<file path="src/rtl/powlib_sfifo_pkg.sv">
// powlib_sfifo_pkg: shared helpers for the synchronous FIFO.
// powlib_clogb2(v) returns ceil(log2(v)) for sizing pointers.
package powlib_sfifo_pkg;

  function automatic int powlib_clogb2(input int v);
    int r;
    int x;
    r = 0;
    x = v - 1;
    while (x > 0) begin
      r = r + 1;
      x = x >> 1;
    end
    return r;
  endfunction

endpackage

</file>
<file path="src/rtl/powlib_sfifo_dpram.sv">
// powlib_sfifo_dpram: D x W storage, sync write, async read.
// Ports: clk, wridx/wrdata/wrvld (write), rdidx/rddata (read).
module powlib_sfifo_dpram #(
  parameter int W    = 16,
  parameter int D    = 8,
  parameter int WIDX = 3
) (
  input  logic            clk,
  input  logic [WIDX-1:0] wridx,
  input  logic [W-1:0]    wrdata,
  input  logic            wrvld,
  input  logic [WIDX-1:0] rdidx,
  output logic [W-1:0]    rddata
);

  logic [W-1:0] mem [D];

  always_ff @(posedge clk) begin
    if (wrvld) mem[wridx] <= wrdata;
  end

  assign rddata = mem[rdidx];

endmodule

</file>
<file path="src/rtl/powlib_sfifo.sv">
// powlib_sfifo: synchronous FIFO, valid/ready on both sides.
// Ports: clk, rst (async low), clr, wr*/rd* handshakes, cnt, afull.
module powlib_sfifo
  import powlib_sfifo_pkg::*;
#(
  parameter int W    = 16,
  parameter int D    = 8,
  parameter int WIDX = powlib_clogb2(D),
  parameter int AFT  = D - 2
) (
  input  logic          clk,
  input  logic          rst,
  input  logic          clr,
  input  logic [W-1:0]  wrdata,
  input  logic          wrvld,
  output logic          wrrdy,
  output logic [W-1:0]  rddata,
  output logic          rdvld,
  input  logic          rdrdy,
  output logic [WIDX:0] cnt,
  output logic          afull
);

  localparam logic [WIDX:0]   FULL = D[WIDX:0];
  localparam logic [WIDX:0]   THR  = AFT[WIDX:0];
  localparam logic [WIDX:0]   CONE = 1;
  localparam logic [WIDX-1:0] PONE = 1;

  logic [WIDX-1:0] wrptr;
  logic [WIDX-1:0] rdptr;
  logic [WIDX:0]   cnt_nxt;
  logic            wr_acc;
  logic            rd_acc;

  // Ready/valid come only from registered occupancy.
  assign wrrdy  = (cnt != FULL);
  assign rdvld  = (cnt != '0);
  assign wr_acc = wrvld && wrrdy;
  assign rd_acc = rdvld && rdrdy;

  always_comb begin
    cnt_nxt = cnt;
    if (clr)
      cnt_nxt = '0;
    else if (wr_acc && !rd_acc)
      cnt_nxt = cnt + CONE;
    else if (!wr_acc && rd_acc)
      cnt_nxt = cnt - CONE;
  end

  // D is a power of two, so pointer wrap is free.
  always_ff @(posedge clk or negedge rst) begin
    if (!rst) begin
      wrptr <= '0;
      rdptr <= '0;
      cnt   <= '0;
      afull <= (AFT == 0);
    end else begin
      cnt   <= cnt_nxt;
      afull <= (cnt_nxt >= THR);
      if (clr) begin
        wrptr <= '0;
        rdptr <= '0;
      end else begin
        if (wr_acc) wrptr <= wrptr + PONE;
        if (rd_acc) rdptr <= rdptr + PONE;
      end
    end
  end

  // Flush suppresses the write so stale data never lands.
  powlib_sfifo_dpram #(
    .W    (W),
    .D    (D),
    .WIDX (WIDX)
  ) u_mem (
    .clk    (clk),
    .wridx  (wrptr),
    .wrdata (wrdata),
    .wrvld  (wr_acc && !clr),
    .rdidx  (rdptr),
    .rddata (rddata)
  );

endmodule

</file>
<file path="config.mk">
export PLATFORM = sky130hd
export DESIGN_NAME = powlib_sfifo
export DESIGN_NICKNAME = d
export VERILOG_FILES = /design/src/rtl/powlib_sfifo_pkg.sv /design/src/rtl/powlib_sfifo_dpram.sv /design/src/rtl/powlib_sfifo.sv
export SDC_FILE = /design/constraint.sdc
export NUM_CORES = 1
export LEC_CHECK = 0
export ABC_CLOCK_PERIOD_IN_PS = 8600
export CORE_UTILIZATION = 35
export DETAILED_ROUTE_END_ITERATION = 10
export GPL_TIMING_DRIVEN = 0
export PLACE_DENSITY = 0.52
export SYNTH_ARGS = -nofsm -noshare
export SYNTH_HDL_FRONTEND = slang
export SYNTH_SLANG_ARGS = --single-unit
export TNS_END_PERCENT = 50
</file>
<file path="constraint.sdc">
create_clock -name clk -period 8.6 [get_ports clk]
set_clock_uncertainty 0.2 [all_clocks]
set_input_delay 0.86 -clock clk [delete_from_list [all_inputs] [get_ports clk]]
set_output_delay 0.86 -clock clk [all_outputs]
set_load 0.1 [all_outputs]
</file>
Yosys cells after proc, flatten, opt, wreduce, memory -nomap -nowiden --
Memory sizes are Yosys's and may differ from the RTL's. Cells that the tools add are included.
Storage, ports and cells: register bits after elaboration 11, latch bits 0, bits in writable memories 128, ROM bits 0, bits of input ports 21, memories kept 1
Cells by class: add/subtract/negate cells 4, multiply operators 0, div/mod/pow operators 0, magnitude comparators 1, eq/ne operators 1, shift-type cells 0, mux-type cells 9, bitwise gates (word level) 0, reductions and logical operators 11
Memories:
- u_mem.mem | depth 8, bits a word 16, read ports 1, clocked after memory_dff 0, write ports 1, RTL line powlib_sfifo_dpram.sv:16 | logic [W-1:0] mem [D];
Operator list (number):
- 3-bit 2-to-1 mux | 4
- 4-bit 2-to-1 mux | 3
- 3-bit by 1-bit adder with 3-bit output (second input constant) | 2
- 1-bit logical AND | 5
- 4-bit by 1-bit adder with 4-bit output (second input constant) | 1
- 4-bit by 3-bit >= comparator with 1-bit output (second input constant) | 1
- 4-bit != test (second input constant) | 1
- 2-bit nonzero test | 2
- 4-bit nonzero test | 1
- 4-bit by 1-bit subtractor with 4-bit output (second input constant) | 1
- 1-bit logical NOT | 3
- 1-bit 2-to-1 mux | 2

Longest topological paths before layout --
Gate-level depths: netlist of the first run.
depth in word-level cells 8, depth in mapped cells 6

By module --
Synthesis of the first run repeated with hierarchy kept, for this count alone.
Second synthesis, totals: cell total of the unflattened synthesis 263, area, all modules 5622.9 um^2
Modules (own cells, without submodules):
- powlib_sfifo_dpram | instances 1, cells each 198, area each 4973.5 um^2
- powlib_sfifo | instances 1, cells each 65, area each 649.4 um^2

Least setup slack after synthesis of the first run --
OpenSTA, ideal clock, no wires.
path type register -> register, start register cnt[0], end memory u_mem.mem[0][0] (enable), arrival time 3713 ps, required time 7991 ps, path slack 4277 ps, cell stages (with the launch flop) 7, buffers on the path 0, cells stage by stage dfrtp_1 -> inv_1 -> ha_1 -> nand3b_1 -> and3b_1 -> nand2b_1 -> nor3_1
On the way: longest elaborated chain between the ends 5
RTL lines:
- start, declared | RTL line powlib_sfifo.sv:20 | output logic [WIDX:0] cnt,
- start signal, assigned | RTL line powlib_sfifo.sv:59 | cnt <= cnt_nxt;
- 4-bit != test | RTL line powlib_sfifo.sv:36 | assign wrrdy = (cnt != FULL);
- via wrrdy | RTL line powlib_sfifo.sv:16 | output logic wrrdy,
- 1-bit logical AND | RTL line powlib_sfifo.sv:38 | assign wr_acc = wrvld && wrrdy;
- 1-bit logical AND | RTL line powlib_sfifo.sv:80 | .wrvld (wr_acc && !clr),
- 1-bit 2-to-1 mux | RTL line powlib_sfifo_dpram.sv:19 | if (wrvld) mem[wridx] <= wrdata;
- 1-bit 2-to-1 mux (implied by the code) | RTL line powlib_sfifo_dpram.sv:19
- end, declared | RTL line powlib_sfifo_dpram.sv:16
The timed path passes the listed nets, and every way through them passes these cells.

Final worst setup path of the first run --
start register rdptr[1], end output rddata[13]
On the way: longest elaborated chain between the ends 1
RTL lines:
- start, declared | RTL line powlib_sfifo.sv:30 | logic [WIDX-1:0] rdptr;
- start signal, assigned | RTL line powlib_sfifo.sv:66 | if (rd_acc) rdptr <= rdptr + PONE;
- memory read 8 x 16 bit
- end, declared | RTL line powlib_sfifo.sv:17 | output logic [W-1:0] rddata,
Every way passes these cells.

==> results.toml, run 1 <==
[sta]
setup_viol = 0
finalSetupTns_ns = 0
slew_viol_final = 0
finalHoldViolations = 0
worst_slack_ns = 4.169
tightest_slew_ns = 1.003
rsz0062_at_grt = "no"
period_needed_ns = 4.431
slew_headroom = 0.3294
max_freq_mhz = 225.7
min_period_over_period = 0.5152

[floorplanning]
die_h_um = 129.2
row_count = 46
coreArea_mm2 = 0.01583
die_w_um = 129.2
die-area_mm2 = 0.01670
io_pins = 44
start_util = 0.3579

[route]
drt-total-wl_mm = 11.31
post_drt_wl_per_cell_um = 19.73
ant_nets = 0
dr.pass1.iters = 6
vias = 2809
post_drt_via_cell_ratio = 4.902
drc = 0
first_iter_violations = 182

[place]
io_buffers = 43
gp_congestion = 0.7367
post-dp-hpwl_mm = 7.207
place_ws_ns = 4.583

[logic_synthesis]
synth_cell_types = 35
syn_nets = 298
synth-seq-cells = 139
syn_avg_cell_area_um2 = 20.75
synth.cell_area_mm2 = 0.005665
yosysSeqAreaShare = 0.7270
postSynthCellCount = 273
ys_warn_count = 0

[cells_and_area]
drive_above_1_share = 0.2241
final_cell_mix = "128 x edfxtp_1, 43 x clkdlybuf4s50_1, 25 x mux4_1, 17 x mux2_2, 17 x clkbuf_16"
antenna_cells = 0
final_common_cell = "edfxtp_1"
syn_to_final_growth_pct = 24.91
finalNetCount = 370

[flow_run]
maxCapViolCount = 0

[critical_path]
end_kind = "output port"
path_cells = "clkbuf_1 > clkbuf_1 > mux4_1 > mux2_2 > clkdlybuf4s50_1"
path_class = "flop to output port"
crit_required_ns = 7.54
cp.buffers_inverters = 3
cpMaxStageDelayCell = "clkdlybuf4s50_1"
critPathTopFamily = "buffers and inverters"
max_stage_delay_ns = 0.98
cp.depth = 5
r2r_cells = 8
crit_path_frequent_cell = "clkbuf_1"
worstSetupStartpointType = "flop"
crit_fanout = 10
cp_data_arrival_time_ns = 3.37

[global_routing]
grt_pass1_vias = 2885
antenna_found_initial = 0
grt_pass1_wl_mm = 16.92
grt_start_max_net_pins = 17
grt_overflow = 0
grt_use_total = 0.1473

[clocking]
hold_buffers = 0
cts_sinks = 139
cts-root-buf = "clkbuf_16"
htree_levels = 4
post_cts_buffers = 0
post_cts_resize_count = 0
cts_buffers = 17
cts_tree = "built"
clk_latency_ns = 0.41
clk_path_buf_depth = 2
clk_pin_slew_ns = 0.05

[hold_path]
hold_class = "flop to flop"
hold_path_depth = 2

[pwr]
power_density_mw_per_mm2 = 312.5
power_leakage_nw = 2.390
vdd_drop_max_mv = 0.1542

[status]
status = "complete, no violations"
-- worst paths after layout --
path / to / start / slack [ns]
worst min register to register: wrptr[0] / wrptr[0] / 0.41
worst min-delay path: wrptr[0] / wrptr[0] / 0.41
worst max-delay path: rddata[13] / rdptr[1] / 4.17
worst max register to register: u_mem.mem[1][0] / cnt[1] / 5.82
min in group asynchronous: rdptr[0] / rst / 0.60
max in group asynchronous: cnt[0] / rst / 7.25
-- state kept, by name, summed over array words and instances, names as in the netlist --
name,flops
rdptr,3
u_mem.mem,128
afull,1
wrptr,3
cnt,4
-- cells by family after synthesis --
family / synth area share
AOI/OAI and AO/OA: 0.01767
xor gates and xnor gates: 0.01016
DFF: 0.7270
and+or+nand+nor: 0.03468
buffers and inverters: 0.01877
muxes: 0.1829
adders and majority gates: 0.008834
-- synth_stat cells (all sizes together) --
cell,number,area share
edfxtp,128,0.68
mux4,32,0.14
mux2,17,0.034
nor2,13,0.0086
dfrtp,11,0.049
buf,8,0.011
nand2,8,0.0053
clkbuf,6,0.0040
inv,5,0.0033
nand2b,5,0.0055
nor3,5,0.0044
ha,4,0.0088
nand3,4,0.0035
mux2i,3,0.0053
o21ai,3,0.0033
xor2,3,0.0046
a311o,2,0.0035
or2,2,0.0022
a21oi,1,0.00088
a311oi,1,0.0015
a31oi,1,0.0011
and3b,1,0.0015
nand3b,1,0.0013
nand4,1,0.0011
nor4,1,0.0011
o211a,1,0.0018
o211ai,1,0.0013
o21a,1,0.0013
o221ai,1,0.0015
o31ai,1,0.0013
xnor2,1,0.0015
xnor3,1,0.0040
-- cell type report --
cell class | count | area, µm²
timing repair buffer | 53 | 558.0
tap | 216 | 270.3
sequential | 139 | 4119
fill | 1370 | 8751
clock buffer | 20 | 436.7
buffer | 14 | 87.58
clock inverter | 11 | 121.4
multi-input combinational | 115 | 1465
inverter | 5 | 18.77
-- routing by layer --
layer / track usage / vias up / share of wire
li1: - / 1282 / -
met1: 0.1919 / 1459 / 0.45
met2: 0.2350 / 63 / 0.50
met3: 0.04253 / 5 / 0.042
met4: 0.05398 / 0 / 0.0073
met5: 0 / - / 0
-- report_power, final --
group / switching (mW) / internal, mW
Clock: 0.263 / 0.424
Combinational: 0.490 / 0.250
Sequential: 0.0175 / 0.767
-- metrics by stage --
step	util	power, mW	cells	area [µm²]	hold slack [ns]
3_3_place_gp	0.4022	1.531	532	6366	0.3835
6_report	0.4471	2.211	573	7077	0.4068
5_1_grt	0.4471	2.298	573	7077	0.4399
2_1_floorplan	-	1.369	273	5665	0.3436
3_5_place_dp	0.4119	1.545	542	6519	0.3968
4_1_cts	0.4471	2.239	573	7077	0.4135
-- worst min-delay path, cell delays in order, from the launching register on --
cell and delay [ns]:
dfrtp_1 0.39, xor2_1 0.09, nor2_1 0.08
No activity file was read; power rests on OpenSTA's default activity.
==> run 2, diff against run 1 <==
ABC_CLOCK_PERIOD_IN_PS = 3900   (was 8600)
PLACE_DENSITY = 0.54   (was 0.52)
clock period = 3.9 ns   (was 8.6 ns; I/O delays follow)
==> run 2 against run 1 <==
  * Flip-flop and latch count is the same
  * Cell count decreased by 0.17%
  * Sequential share of layout area fell by 0.18 points
  * Setup slack got worse by 3.8 ns
  * The flow now finishes with violations (design-rule violations)
  * Largest cell class unchanged
  * Critical endpoint is now rddata[15]
  * Combinational power grew 110%
  * Die area unchanged
  * Register-to-register slack worse by 4.7 ns
  * Count of clock-buffer cells in the layout shrank 1
==> results.toml, run 2 (synthesized netlist as in run 1, its figures left out) <==
[sta]
max_freq_mhz = 279.8
finalHoldViolations = 0
holdWs_ns = 0.1261
period_needed_ns = 3.574
slew_viol_final = 0
slew_headroom = 0.3467
setup_viol = 0
finalSetupTns_ns = 0
rsz0062_at_grt = "no"
min_period_over_period = 0.9164
tightest_slew_ns = 0.9769
worst_slack_ns = 0.3261

[pwr]
power_leakage_nw = 2.430
vdd_drop_max_mv = 0.4533
total_power_mw = 4.840
power_density_mw_per_mm2 = 681.8

[clocking]
cts_sinks = 139
cts_buffers = 17
cts_tree = "built"
htree_levels = 4
cts-root-buf = "clkbuf_16"
clk_latency_ns = 0.41
post_cts_buffers = 0
clk_pin_slew_ns = 0.06
clk_path_buf_depth = 2

[cells_and_area]
nFillCells = 1361
reg_top3 = "u_mem.mem: 128 flops, cnt: 4 flops"
finalNetCount = 369
final_area_mm2 = 0.007099
multi_input_area_mm2 = 0.001471
top_register = "u_mem.mem"
antenna_cells = 0
ff_latch_area_mm2 = 0.004119
largest_reg_flops = 128
syn_to_final_growth_pct = 25.31
final_cell_mix = "128 x edfxtp_1, 27 x clkdlybuf4s50_1, 25 x mux4_1, 17 x mux2_2, 17 x clkbuf_16"
drive_above_1_share = 0.2247
final_common_cell = "edfxtp_1"

[place]
post-dp-hpwl_mm = 7.102
place_ws_ns = 0.3358
gp_congestion = 0.7866
place_area_mm2 = 0.006554
io_buffers = 43

[status]
violations = "design-rule violations"
status = "finished with violations"

[critical_path]
max_stage_delay_ns = 0.86
cp_data_arrival_time_ns = 2.98
crit_fanout = 10
crit_path_frequent_cell = "clkbuf_1"
path_cells = "clkbuf_1 > clkbuf_1 > mux4_2 > mux2_2 > dlygate4sd2_1"
cpMaxStageDelayCell = "dlygate4sd2_1"
end_kind = "output port"
crit_required_ns = 3.31
path_class = "flop to output port"
worstSetupStartpointType = "flop"

[global_routing]
grt_start_max_net_pins = 17
grt_pass1_vias = 2911
grt_pass1_wl_mm = 17.14
antenna_found_initial = 0
grt_use_total = 0.1489
grt_overflow = 0

[floorplanning]
die_h_um = 129.2
row_count = 46
coreArea_mm2 = 0.01583
die-area_mm2 = 0.01670
start_util = 0.3579
die_w_um = 129.2
io_pins = 44

[route]
vias = 2866
drt-total-wl_mm = 11.36
post_drt_via_cell_ratio = 5.010
drc = 1
first_iter_violations = 205
dr.pass1.iters = 7
ant_nets = 0
post_drt_wl_per_cell_um = 19.85

[hold_path]
hold_class = "input pin to asynchronous set/reset pin"

[flow_run]
maxCapViolCount = 0
[run 2: layer usage]
metal  track usage  routed length [µm]
met4       0.07405                 259
met5             0                   0
met1        0.1949                5047
met3       0.03220                 330
met2        0.2356                5718
[run 2: what timing repair did]
action,in CTS,in global routing
endpoints found under the setup margin,16,2
cloned,0,0
gates resized for setup,15,2
hold buffers,0,0
[run 2: cell type report]
type / instances / area share
Buffer: 14 / 0.01251
Tap cell: 216 / 0.03807
Clock buffer: 19 / 0.06098
Clock inverter: 12 / 0.01745
Timing Repair Buffer: 52 / 0.08090
Inverter: 5 / 0.002644
Sequential cell: 139 / 0.5802
Multi-Input combinational cell: 115 / 0.2073
[run 2: worst max-delay path: cells and delay by family (launching register included)]
kind	cells	cell delay (ns)
DFF	1	0.35
muxes	2	0.49
buffers and inverters	3	1.72
[run 2: final timing paths]
path                               start               to  slack (ns)  cells past startpoint
worst max register to register    cnt[1]  u_mem.mem[5][2]        1.14                      7
max in group asynchronous            rst           cnt[1]        3.01                      1
worst max-delay path            rdptr[1]       rddata[15]        0.33                      5
worst min-delay path                 rst           cnt[2]        0.13                      1
min in group clk                wrptr[0]         wrptr[0]        0.40                      2
worst min register to register  wrptr[0]         wrptr[0]        0.40                      2
[run 2: power by group]
group          internal (mW)  leakage [nW]  switching [mW]
Combinational          0.510         0.856            1.08
Sequential              1.69          1.31          0.0411
Clock                  0.932         0.268           0.591
Total                   3.13          2.43            1.71
[run 2: stage by stage]
step | utilization | std cells
final | 0.4485 | 572
after floorplan | - | 273
after global routing | 0.4485 | 572
after global placement | 0.4025 | 532
after CTS | 0.4482 | 572
after detailed placement | 0.4141 | 541
